$ cat src/rtl/scan_disp_pkg.sv
// Shared seven-segment constants (active-low, gfedcba) and display-mode encodings.
// Pure definitions: no latency, no flow control.
package scan_disp_pkg;

    localparam logic [6:0] SEG_0     = 7'b1000000;
    localparam logic [6:0] SEG_1     = 7'b1111001;
    localparam logic [6:0] SEG_2     = 7'b0100100;
    localparam logic [6:0] SEG_3     = 7'b0110000;
    localparam logic [6:0] SEG_4     = 7'b0011001;
    localparam logic [6:0] SEG_5     = 7'b0010010;
    localparam logic [6:0] SEG_6     = 7'b0000010;
    localparam logic [6:0] SEG_7     = 7'b1111000;
    localparam logic [6:0] SEG_8     = 7'b0000000;
    localparam logic [6:0] SEG_9     = 7'b0010000;
    localparam logic [6:0] SEG_DASH  = 7'b0111111;
    localparam logic [6:0] SEG_BLANK = 7'b1111111;

    typedef enum logic [1:0] {
        MODE_NUM   = 2'd0,
        MODE_MSG   = 2'd1,
        MODE_BEAT  = 2'd2,
        MODE_BLANK = 2'd3
    } mode_e;

endpackage

$ cat src/rtl/seg7_decode.sv
// BCD nibble to active-low gfedcba pattern; codes 10-15 show a dash.
// Purely combinational, zero latency, no flow control.
module seg7_decode
    import scan_disp_pkg::*;
(
    input  logic [3:0] bcd,
    output logic [6:0] seg
);

    always_comb begin
        seg = SEG_DASH;
        case (bcd)
            4'd0:    seg = SEG_0;
            4'd1:    seg = SEG_1;
            4'd2:    seg = SEG_2;
            4'd3:    seg = SEG_3;
            4'd4:    seg = SEG_4;
            4'd5:    seg = SEG_5;
            4'd6:    seg = SEG_6;
            4'd7:    seg = SEG_7;
            4'd8:    seg = SEG_8;
            4'd9:    seg = SEG_9;
            default: seg = SEG_DASH;
        endcase
    end

endmodule

$ cat src/rtl/scan_display_ctrl.sv
// Multiplexed 7-segment scanner with per-frame shadowed inputs and a guard cycle per digit.
// Outputs registered one cycle after the cnt/idx state; free-running, no backpressure.
module scan_display_ctrl
    import scan_disp_pkg::*;
#(
    parameter int NUM_DIGITS    = 4,
    parameter int SCAN_DIV      = 16,
    parameter int BLANK_LEADING = 1
)
(
    input  logic                    fclk,
    input  logic                    rst,
    input  logic [4*NUM_DIGITS-1:0] digits,
    input  logic [7*NUM_DIGITS-1:0] msg,
    input  logic [NUM_DIGITS-1:0]   dp_mask,
    input  logic [1:0]              mode,
    input  logic                    bclk,
    output logic [NUM_DIGITS-1:0]   anode,
    output logic [6:0]              segOut,
    output logic                    dp,
    output logic                    frame_tick
);

    localparam int CNT_W = $clog2(SCAN_DIV);
    localparam int IDX_W = $clog2(NUM_DIGITS);
    localparam logic [CNT_W-1:0] CNT_LAST = CNT_W'(SCAN_DIV - 1);
    localparam logic [IDX_W-1:0] IDX_LAST = IDX_W'(NUM_DIGITS - 1);

    logic [CNT_W-1:0]        cnt_q, cnt_d;
    logic [IDX_W-1:0]        idx_q, idx_d;
    logic [4*NUM_DIGITS-1:0] dig_s_q, dig_s_d;
    logic [7*NUM_DIGITS-1:0] msg_s_q, msg_s_d;
    logic [NUM_DIGITS-1:0]   dpm_s_q, dpm_s_d;
    mode_e                   mode_s_q, mode_s_d;
    logic                    beat_s_q, beat_s_d;
    logic                    bsync1_q, bsync1_d;
    logic                    bsync2_q, bsync2_d;
    logic [NUM_DIGITS-1:0]   anode_q, anode_d;
    logic [6:0]              seg_q, seg_d;
    logic                    dp_q, dp_d;
    logic                    frame_tick_q, frame_tick_d;

    logic       cnt_wrap, frame_wrap, guard, use_num, upper_zero, lead_zero;
    logic [3:0] cur_nib;
    logic [6:0] cur_msg, dec_seg, num_seg;
    logic       cur_dpm;

    // Scan sequencing, synchroniser and frame-boundary shadow capture.
    always_comb begin
        cnt_wrap   = (cnt_q == CNT_LAST);
        frame_wrap = cnt_wrap && (idx_q == IDX_LAST);

        cnt_d = cnt_wrap ? '0 : cnt_q + CNT_W'(1);
        idx_d = idx_q;
        if (cnt_wrap) begin
            idx_d = (idx_q == IDX_LAST) ? '0 : idx_q + IDX_W'(1);
        end

        bsync1_d = bclk;
        bsync2_d = bsync1_q;

        dig_s_d  = dig_s_q;
        msg_s_d  = msg_s_q;
        dpm_s_d  = dpm_s_q;
        mode_s_d = mode_s_q;
        beat_s_d = beat_s_q;
        if (frame_wrap) begin
            dig_s_d  = digits;
            msg_s_d  = msg;
            dpm_s_d  = dp_mask;
            mode_s_d = mode_e'(mode);
            beat_s_d = bsync2_q;
        end

        frame_tick_d = frame_wrap;
    end

    // Select the current digit's shadowed data; upper_zero walks down from the MSD.
    always_comb begin
        cur_nib    = '0;
        cur_msg    = SEG_BLANK;
        cur_dpm    = 1'b0;
        lead_zero  = 1'b0;
        upper_zero = 1'b1;
        for (int i = NUM_DIGITS - 1; i >= 0; i--) begin
            upper_zero = upper_zero && (dig_s_q[4*i +: 4] == 4'd0);
            if (idx_q == IDX_W'(i)) begin
                cur_nib   = dig_s_q[4*i +: 4];
                cur_msg   = msg_s_q[7*i +: 7];
                cur_dpm   = dpm_s_q[i];
                lead_zero = upper_zero && (i != 0);
            end
        end
    end

    seg7_decode u_dec (
        .bcd (cur_nib),
        .seg (dec_seg)
    );

    always_comb begin
        guard   = (cnt_q == '0);
        use_num = (mode_s_q == MODE_NUM) || ((mode_s_q == MODE_BEAT) && beat_s_q);
        num_seg = ((BLANK_LEADING != 0) && lead_zero) ? SEG_BLANK : dec_seg;

        for (int i = 0; i < NUM_DIGITS; i++) begin
            anode_d[i] = guard || (idx_q != IDX_W'(i));
        end

        seg_d = use_num ? num_seg : cur_msg;
        if (guard || (mode_s_q == MODE_BLANK)) begin
            seg_d = SEG_BLANK;
        end

        dp_d = (mode_s_q == MODE_BLANK) ? 1'b1 : ~cur_dpm;
    end

    always_ff @(posedge fclk or posedge rst) begin
        if (rst) begin
            cnt_q        <= '0;
            idx_q        <= '0;
            dig_s_q      <= '0;
            msg_s_q      <= '0;
            dpm_s_q      <= '0;
            mode_s_q     <= MODE_NUM;
            beat_s_q     <= 1'b0;
            bsync1_q     <= 1'b0;
            bsync2_q     <= 1'b0;
            anode_q      <= '1;
            seg_q        <= SEG_BLANK;
            dp_q         <= 1'b1;
            frame_tick_q <= 1'b0;
        end else begin
            cnt_q        <= cnt_d;
            idx_q        <= idx_d;
            dig_s_q      <= dig_s_d;
            msg_s_q      <= msg_s_d;
            dpm_s_q      <= dpm_s_d;
            mode_s_q     <= mode_s_d;
            beat_s_q     <= beat_s_d;
            bsync1_q     <= bsync1_d;
            bsync2_q     <= bsync2_d;
            anode_q      <= anode_d;
            seg_q        <= seg_d;
            dp_q         <= dp_d;
            frame_tick_q <= frame_tick_d;
        end
    end

    assign anode      = anode_q;
    assign segOut     = seg_q;
    assign dp         = dp_q;
    assign frame_tick = frame_tick_q;

endmodule

$ cat config.mk
export PLATFORM = sky130hd
export DESIGN_NAME = scan_display_ctrl
export DESIGN_NICKNAME = d
export VERILOG_FILES = /design/src/rtl/scan_disp_pkg.sv /design/src/rtl/seg7_decode.sv /design/src/rtl/scan_display_ctrl.sv
export SDC_FILE = /design/constraint.sdc
export NUM_CORES = 1
export LEC_CHECK = 0
export CAP_MARGIN = 20
export CORE_ASPECT_RATIO = 0.75
export CORE_MARGIN = 4
export CORE_UTILIZATION = 48
export CTS_BUF_LIST = sky130_fd_sc_hd__clkbuf_8
export DETAILED_ROUTE_END_ITERATION = 6
export GPL_TIMING_DRIVEN = 0
export MAX_ROUTING_LAYER = met4
export PLACE_DENSITY = 0.86
export RECOVER_POWER = 50
export SLEW_MARGIN = 0
export SYNTH_ARGS = -nofsm -noshare
export SYNTH_HDL_FRONTEND = slang
export SYNTH_SLANG_ARGS = --single-unit
export TNS_END_PERCENT = 5
$ cat constraint.sdc
create_clock -name fclk -period 2.4 [get_ports fclk]
set_input_delay 0.48 -clock fclk [delete_from_list [all_inputs] [get_ports fclk]]
set_output_delay 0.48 -clock fclk [all_outputs]
set_load 0.03 [all_outputs]
Word level (Yosys, flattened, before mapping)
Memories as Yosys holds them, arrays and structs flattened.
Cells that the tools add are included.

storage, ports and cells
  logic and storage cells = 65
  memories = 1
  ROM bits = 112
  flip-flop bits (word level) = 72

cells by class
  equal/unequal tests = 9
  add/subtract/negate cells = 2
  mux-type cells = 22
  bitwise logic cells = 1
  reductions and logical operators = 17

memories
  memory            depth  width  rd ports  clocked after Yosys merged registers in  wr ports  line               text
  (name not given)  16     7      1         0                                        0         seg7_decode.sv:12  case (bcd)

operator list
  operator               number
  $mux W7                7
  $mux W4                5
  $logic_not A4 Y1       4
  $mux W1                9
  $eq A2 B2 Y1 const B   4
  $logic_or A1 B1 Y1     6
  $add A4 B1 Y4 const B  1
  $eq A4 B4 Y1 const B   1
  $logic_and A1 B1 Y1    4
  $logic_not A2 Y1       2
  $ne A2 B2 Y1 const B   2
  $add A2 B1 Y2 const B  1
  $eq A2 B1 Y1 const B   1
  $mux W2                1
  $ne A2 B1 Y1 const B   1
  $reduce_bool A2 Y1     1
  $not A1 Y1             1

Depth between registers and ports, before layout
Gate-level depths: netlist (run 1).
An unclocked memory read counts as a cell.

  word-level depth = 9
  mapped depth = 10
  mapped depth without buffers = 9

Modules after synthesis
Synthesis (run 1) repeated with hierarchy kept, for this count alone.

unflattened totals
  cells, all modules = 308
  area total of the unflattened synthesis = 3457.1 µm²

by module, submodules not included
  module             cells an instance  area an instance (µm²)  times used
  scan_display_ctrl  277                3233.1                  1
  seg7_decode        31                 224.0                   1

Worst setup path before layout (run 1)
OpenSTA, ideal clock, no wires.

  path kind = reg-to-reg
  from = reg idx_q[0]
  to = reg seg_q[3] (netlist: segOut[3])
  buffers on the path = 1
  slack = 0.372 ns
  setup time = 0.081 ns
  cell stages (with the launch flop) = 10
  arrival time = 1.948 ns
  path through = dfrtp_1 inv_1 ha_1 buf_4 nor2b_1 nand2_1 a31oi_1 ha_1 nand2b_1 a32oi_1

between the ends
  longest elaborated chain between the ends = 9
  elaborated cells between the ends (all ways) = 20
  classes of those cells = eq/ne: 3; mux: 15; reduce/logical: 1; memory: 1

RTL lines
  what                      line                      text
  start: declaration        scan_display_ctrl.sv:30   logic [IDX_W-1:0] idx_q, idx_d;
  start signal: assignment  scan_display_ctrl.sv:135  idx_q <= idx_d;
  $eq A2 B2 Y1              scan_display_ctrl.sv:87   if (idx_q == IDX_W'(i)) begin
  $mux W4 (4 in series)     scan_display_ctrl.sv:87
  $mem_v2 Z16 W7            --
  $mux W7                   scan_display_ctrl.sv:104  num_seg = ((BLANK_LEADING != 0) && lead_zero) ? SEG_BLANK : dec_seg;
  $mux W7 (*)               scan_display_ctrl.sv:110  seg_d = use_num ? num_seg : cur_msg;
  $mux W7 (*)               scan_display_ctrl.sv:111  if (guard || (mode_s_q == MODE_BLANK)) begin
  via seg_d[3]              scan_display_ctrl.sv:39   logic [6:0] seg_q, seg_d;
  end signal: assignment    scan_display_ctrl.sv:144  seg_q <= seg_d;
  end: declaration          scan_display_ctrl.sv:39

The timed path passes the listed nets; every way through them passes the cells marked *.
A chain may end at the register's enable or synchronous reset.

Final worst setup path (run 1)
Same ends and word-level chain as after synthesis.

==> impl_metrics.py, run 1 <==
metrics = {
    "outcome": {
        "status": "completed",
    },
    "setup_path": {
        "cp_top_family": "adder cells",
        "cp.arrival_ns": 2.54,
        "cp_common_cell": "ha_1",
        "start_kind": "flop",
        "crit_slowest_cell": "dfrtp_1",
        "worstPathCellList": "inv_1 -> ha_1 -> buf_4 -> nor2b_2 -> nand2_1 -> a31oi_4 -> ha_1 -> nand2b_1 -> a32oi_1",
        "max_stage_delay_ns": 0.40,
        "required_ns": 2.67,
        "crit_path_end_kind": "flop",
        "cp_max_fo": 10,
        "critPathKind": "reg -> reg",
        "path_buf_inv": 2,
    },
    "routing": {
        "firstDrtPassIters": 4,
        "routed_wl_mm": 7.789,
        "via_per_inst": 5.506,
        "drt-wirelength-per-cell_um": 17.19,
        "vias": 2494,
        "post-route-drc-count": 0,
        "antenna_left": 0,
        "drt_iter0_drc": 205,
    },
    "layout": {
        "antenna_cells": 0,
        "num-fill-cells": 538,
        "layout-drive-gt1-share_pct": 23.31,
        "final_nets": 424,
        "design_area_mm2": 0.004285,
        "area_growth_syn_to_layout_pct": 28.37,
        "final_core_util_pct": 63.03,
    },
    "placement": {
        "io_buffer_count": 65,
        "post_dp_cell_area_mm2": 0.004096,
        "dp_slack_ns": -0.04345,
        "dp_hpwl_mm": 5.907,
        "globalplace.congestion": 0.9327,
    },
    "grt": {
        "antenna_found_initial": 0,
        "grt_pass1_vias": 2529,
        "track_usage_pct": 20.15,
        "grt_max_degree": 73,
        "overflow": 0,
        "grt_pass1_wl_mm": 12.56,
    },
    "power_and_ir_drop": {
        "power.leakage_nw": 1.837,
        "power_density_mw_per_mm2": 536.4,
        "ir_worst_vdd_v": 0.0004153,
        "p_total_mw": 2.299,
    },
    "sta": {
        "slew_violations": 0,
        "worst_slew_pin_slew_ns": 1.427,
        "min_period_over_period_pct": 94.50,
        "hold_viol_final": 0,
        "worst_slack_ns": 0.1319,
        "max_freq_ghz": 0.4409,
        "rsz0062_at_grt": "no",
        "holdWs_ns": 0.3703,
        "setup_viol": 0,
        "slew_headroom_pct": 4.698,
        "finClkSkew_ns": 0.008325,
        "period_minus_slack_ns": 2.268,
    },
    "synth": {
        "syn_area_per_cell_um2": 11.59,
        "syn_nets": 348,
        "yosys_warnings": 0,
        "synth_cells": 288,
        "yosysSeqAreaShare_pct": 54.42,
        "synth_area_mm2": 0.003338,
        "ys_ff_latch": 72,
        "synthDistinctLibCells": 50,
    },
    "clocking": {
        "clkLatencyLatePin_ns": 0.35,
        "cts_tree": "built",
        "cts_buffers": 9,
        "cts_root_buf": "clkbuf_8",
        "cts.reportedPaths.clkPinSlew_ns": 0.08,
        "clock_sinks": 72,
        "htreeDepth": 3,
        "clock_path_buffers": 2,
    },
    "floorplan": {
        "die_area_mm2": 0.008367,
        "coreArea_mm2": 0.006799,
        "start_util_pct": 49.10,
        "die_x_um": 104.3,
        "num_io_pins": 66,
        "rows": 26,
        "die_h_um": 80.22,
    },
    "hold_path": {
        "hold_class": "reg -> reg",
    },
    "run": {
        "timing.max_cap.violations": 0,
    },
}
==> layout by cell type (no fill, tap or decap), types with 4 or more instances in the layout <==
cell type / instances
nand3b_1: 4
buf_2: 5
clkdlybuf4s50_1: 63
clkbuf_8: 9
dfstp_2: 12
nor3b_1: 4
dfrtp_1: 60
mux2_2: 38
nor2_1: 12
clkbuf_1: 5
inv_1: 20
a211o_1: 5
o21ai_0: 21
clkinv_2: 4
a21oi_1: 5
a221oi_1: 7
ha_1: 7
nand2_1: 33
==> timing repair <==
action / 4_1_cts / 5_1_grt
endpoints found under the setup margin: 3 / 5
pin swaps: 0 / 0
setup buffers: 0 / 0
hold buffers: 0 / 0
gates resized for setup: 1 / 4
==> cells by family after synthesis <==
kind of cell               Yosys count  synth area share [%]
and+or+nand+nor                     65                 9.258
adders and majority gates            7                 2.624
DFF                                 72                 54.42
buffers and inverters               37                 4.985
xor gates and xnor gates             1                0.2624
AOI/OAI and AO/OA                   66                 15.03
muxes                               40                 13.42
==> synth_stat cells (all sizes together) <==
master | n | share of area, %
mux2 | 38 | 13
a31oi | 2 | 0.37
a211o | 5 | 1.3
xor2 | 1 | 0.26
nand2b | 3 | 0.56
nand3b | 4 | 0.90
o211ai | 2 | 0.45
o31ai | 1 | 0.22
o221ai | 3 | 0.79
nand3 | 1 | 0.15
dfrtp | 60 | 45
a221o | 3 | 0.94
dfstp | 12 | 9.4
nor3 | 2 | 0.45
mux2i | 2 | 0.60
o21ba | 1 | 0.30
a221oi | 9 | 3.1
a32oi | 2 | 0.52
nor2b | 1 | 0.19
inv | 22 | 2.5
a21oi | 5 | 0.75
nor3b | 4 | 0.90
or4 | 1 | 0.22
o311a | 1 | 0.30
ha | 7 | 2.6
o311ai | 1 | 0.26
clkbuf | 3 | 0.34
clkinv | 1 | 0.11
and3 | 1 | 0.19
o41ai | 1 | 0.26
and2 | 1 | 0.19
a2111o | 1 | 0.34
a21o | 2 | 0.45
nor4 | 1 | 0.19
buf | 11 | 2.1
o21ai | 21 | 3.1
a22oi | 1 | 0.22
a211oi | 4 | 1.0
a311oi | 1 | 0.26
nor2 | 12 | 1.3
or2 | 1 | 0.26
nand2 | 33 | 3.7
==> state kept, by name, summed over array words and instances (netlist names) <==
signal	cells
bsync2_q	1
dp	1
bsync1_q	1
mode_s_q	2
dig_s_q	16
segOut	7
dpm_s_q	4
cnt_q	4
frame_tick	1
beat_s_q	1
anode	4
msg_s_q	28
idx_q	2
==> per-stage QoR <==
step	TNS, ns	instances
floorplan	0	288
global placement	-58.21	437
detailed placement	-0.06906	437
CTS	0	453
global route	0	453
finish	0	453
==> metal layers <==
metal  routed length (um)  global-route usage [%]
met3                  576                   6.667
met4                   80                   5.179
met1                 3748                   27.23
met5                    0                       -
met2                 3383                   29.45
==> worst register-to-register path, stage by stage (launching register included) <==
cell and delay (ns):
dfrtp_1 0.40, inv_1 0.09, ha_1 0.29, buf_4 0.20, nor2b_2 0.20, nand2_1 0.14
a31oi_4 0.21, ha_1 0.28, nand2b_1 0.15, a32oi_1 0.22
==> final timing paths <==
path                                      start              endpoint  slack (ns)  cells after the start
min                          bsync1_q$_DFF_PP0_    bsync2_q$_DFF_PP0_        0.37                      0
max                        idx_q[0]$_DFFE_PP0N_   segOut[3]$_DFF_PP1_        0.13                      9
min reg2reg                  bsync1_q$_DFF_PP0_    bsync2_q$_DFF_PP0_        0.37                      0
min in group asynchronous                   rst    cnt_q[2]$_DFF_PP0_        0.99                      2
max reg2reg                idx_q[0]$_DFFE_PP0N_   segOut[3]$_DFF_PP1_        0.13                      9
max in group asynchronous                   rst  idx_q[1]$_DFFE_PP0N_        0.53                      2
==> power by group <==
part	total (mW)	switching (mW)	internal (mW)
registers	1.28	0.0251	1.25
clock network	0.809	0.444	0.365
logic	0.213	0.0830	0.130
==> cell type report <==
class,count,area [um2],share of cell area (%)
Timing Repair Buffer,65,650.6,15.18
Clock buffer,9,123.9,2.891
Sequential cell,72,1817,42.39
Buffer,14,77.57,1.810
Multi-Input combinational cell,179,1385,32.32
Tap cell,84,105.1,2.453
Inverter,23,86.33,2.015
Clock inverter,7,40.04,0.9343
Power figures use the tool's default switching activity.
==> inputs of run 2 (changes only) <==
- SLEW_MARGIN: 0 -> 20
==> run 2 against run 1 <==
  * Wire length is 2.0% higher
  * Total power grew 2.3%
  * Setup slack better by 0.015 ns
  * Cell area rose by 0.76%
  * Non-clock buffer count up 1
  * Count of clock-buffer cells in the layout is 3 higher
  * First-iteration DRC count increased by 7.8%
  * Sequential share of layout area fell by 0.32 points
  * Critical path depth unchanged
  * Register-to-register slack improved by 0.02 ns
  * Highest routed layer unchanged
==> impl_metrics.py, run 2 (synthesis results as in run 1) <==
metrics = {
    "outcome": {
        "status": "completed",
    },
    "clocking": {
        "clock_sinks": 72,
        "cts_root_buf": "clkbuf_8",
        "post-cts-setup-buffers": 0,
        "htreeDepth": 3,
        "cts.reportedPaths.clkPinSlew_ns": 0.07,
        "clock_path_buffers": 2,
        "postCtsHoldBufs": 0,
        "cts_tree": "built",
        "cts_buffers": 9,
        "clkLatencyLatePin_ns": 0.35,
    },
    "sta": {
        "slew_violations": 0,
        "slew_headroom_pct": 13.67,
        "holdWs_ns": 0.3672,
        "setup_viol": 0,
        "rsz0062_at_grt": "no",
        "hold_viol_final": 0,
        "finClkSkew_ns": 0.005469,
        "min_period_over_period_pct": 93.87,
        "worst_slew_pin_slew_ns": 1.294,
        "period_minus_slack_ns": 2.253,
        "max_freq_ghz": 0.4439,
    },
    "layout": {
        "regMostFlops": "msg_s_q",
        "final_common_cell": "clkdlybuf4s50_1",
        "num-fill-cells": 529,
        "area_growth_syn_to_layout_pct": 29.35,
        "design_area_mm2": 0.004318,
        "layout-drive-gt1-share_pct": 22.83,
        "final_cell_mix": "63 x clkdlybuf4s50_1, 60 x dfrtp_1, 38 x mux2_2",
        "largest_register_ffs": 28,
        "final_nets": 425,
        "antenna_cells": 0,
        "stdcell_count": 452,
    },
    "grt": {
        "track_usage_pct": 20.63,
        "overflow": 0,
        "antenna_found_initial": 0,
        "grt_pass1_vias": 2641,
        "grt_max_degree": 40,
        "grt_pass1_wl_mm": 12.82,
    },
    "power_and_ir_drop": {
        "power_density_mw_per_mm2": 544.5,
        "ir_worst_vdd_v": 0.0003495,
        "power.leakage_nw": 1.860,
        "p_total_mw": 2.351,
    },
    "hold_path": {
        "hold_class": "reg -> reg",
        "hold_depth": 0,
        "min_from": "bsync1_q$_DFF_PP0_",
        "worst_hold_path.endpoint": "bsync2_q$_DFF_PP0_",
    },
    "floorplan": {
        "die_area_mm2": 0.008367,
        "start_util_pct": 49.10,
        "die_x_um": 104.3,
        "rows": 26,
        "die_h_um": 80.22,
        "num_io_pins": 66,
        "coreArea_mm2": 0.006799,
    },
    "setup_path": {
        "rr_worst_depth": 9,
        "critPathKind": "reg -> reg",
        "r2r_start": "idx_q[0]$_DFFE_PP0N_",
        "cp_max_fo": 10,
        "cp.arrival_ns": 2.53,
        "r2r_slack_ns": 0.15,
        "start_kind": "flop",
        "required_ns": 2.67,
        "crit_path_end_kind": "flop",
        "rr_endpoint": "segOut[3]$_DFF_PP1_",
    },
    "routing": {
        "routed_wl_mm": 7.943,
        "post-route-drc-count": 0,
        "firstDrtPassIters": 4,
        "vias": 2531,
        "antenna_left": 0,
        "via_per_inst": 5.600,
        "drt-wirelength-per-cell_um": 17.57,
        "drt_iter0_drc": 221,
    },
    "placement": {
        "dp_hpwl_mm": 6.065,
        "placedCellCount": 438,
        "io_buffer_count": 65,
        "post_dp_cell_area_mm2": 0.004116,
        "globalplace.congestion": 0.9327,
    },
    "run": {
        "timing.max_cap.violations": 0,
    },
}
run 2: changes by cell type in the layout (fill, tap and decap cells not counted):
cell | before | now
clkbuf_8 | 9 | 12
clkinvlp_4 | 1 | 0
clkinv_2 | 4 | 0
inv_1 | 20 | 22
clkbuf_1 | 5 | 4
buf_2 | 5 | 6
inv_4 | 0 | 1
clkinv_4 | 1 | 0
buf_12 | 0 | 1
inv_2 | 3 | 1
run 2: layer usage:
metal / vias to the layer above / share of wire [%] / track usage [%]
li1: 1179 / - / -
met1: 1227 / 46 / 26.73
met2: 110 / 44 / 30.61
met3: 15 / 7.6 / 7.229
met4: 0 / 1.9 / 6.640
met5: - / 0 / -
run 2: power breakdown:
group	switching (mW)	leakage, nW	internal [mW]
sequential	0.0254	0.793	1.25
combinational	0.0833	0.970	0.133
clock	0.415	0.0969	0.441
total	0.524	1.86	1.83
run 2: area by class of cell:
class / count / area (um2) / share of cell area [%]
inverter: 23 / 88.84 / 2.057
clock inverter: 2 / 7.507 / 0.1739
tap: 84 / 105.1 / 2.434
clock buffer: 12 / 165.2 / 3.825
buffer: 14 / 78.83 / 1.826
multi-input combinational: 179 / 1385 / 32.08
sequential: 72 / 1817 / 42.07
timing repair buffer: 66 / 670.6 / 15.53
run 2: repair_timing:
action,in CTS,in global routing
endpoints found under the setup margin,3,5
resized for setup,1,5
endpoints found under the hold margin,0,0
run 2: worst max path at each step:
stage	from	slack, ns	end	depth (start not counted)
after floorplan	rst	0.11	beat_s_q$_DFFE_PP0P_	1
after global placement	rst	-0.92	msg_s_q[24]$_DFFE_PP0P_	2
after detailed placement	idx_q[0]$_DFFE_PP0N_	-0.05	segOut[3]$_DFF_PP1_	9
after CTS	idx_q[0]$_DFFE_PP0N_	0.01	segOut[3]$_DFF_PP1_	9
after global routing	idx_q[0]$_DFFE_PP0N_	0.001	segOut[0]$_DFF_PP1_	7
final	idx_q[0]$_DFFE_PP0N_	0.15	segOut[3]$_DFF_PP1_	9
run 2: worst max-delay path, stage by stage (launching register included):
cell and delay [ns]:
dfrtp_1 0.40, inv_1 0.09, ha_1 0.30, buf_4 0.21
nor2b_2 0.19, nand2_1 0.14, a31oi_4 0.21, ha_1 0.28
nand2b_1 0.15, a32oi_1 0.22
run 2: stage by stage:
| step | TNS (ns) | worst slack, ns | utilization [%] |
|---|---|---|---|
| floorplan | 0 | 0.1149 | - |
| global placement | -58.21 | -0.9154 | 60.21 |
| detailed placement | -0.1071 | -0.05460 | 60.54 |
| CTS | 0 | 0.01444 | 63.18 |
| global route | 0 | 0.001217 | 63.51 |
| finish | 0 | 0.1471 | 63.51 |
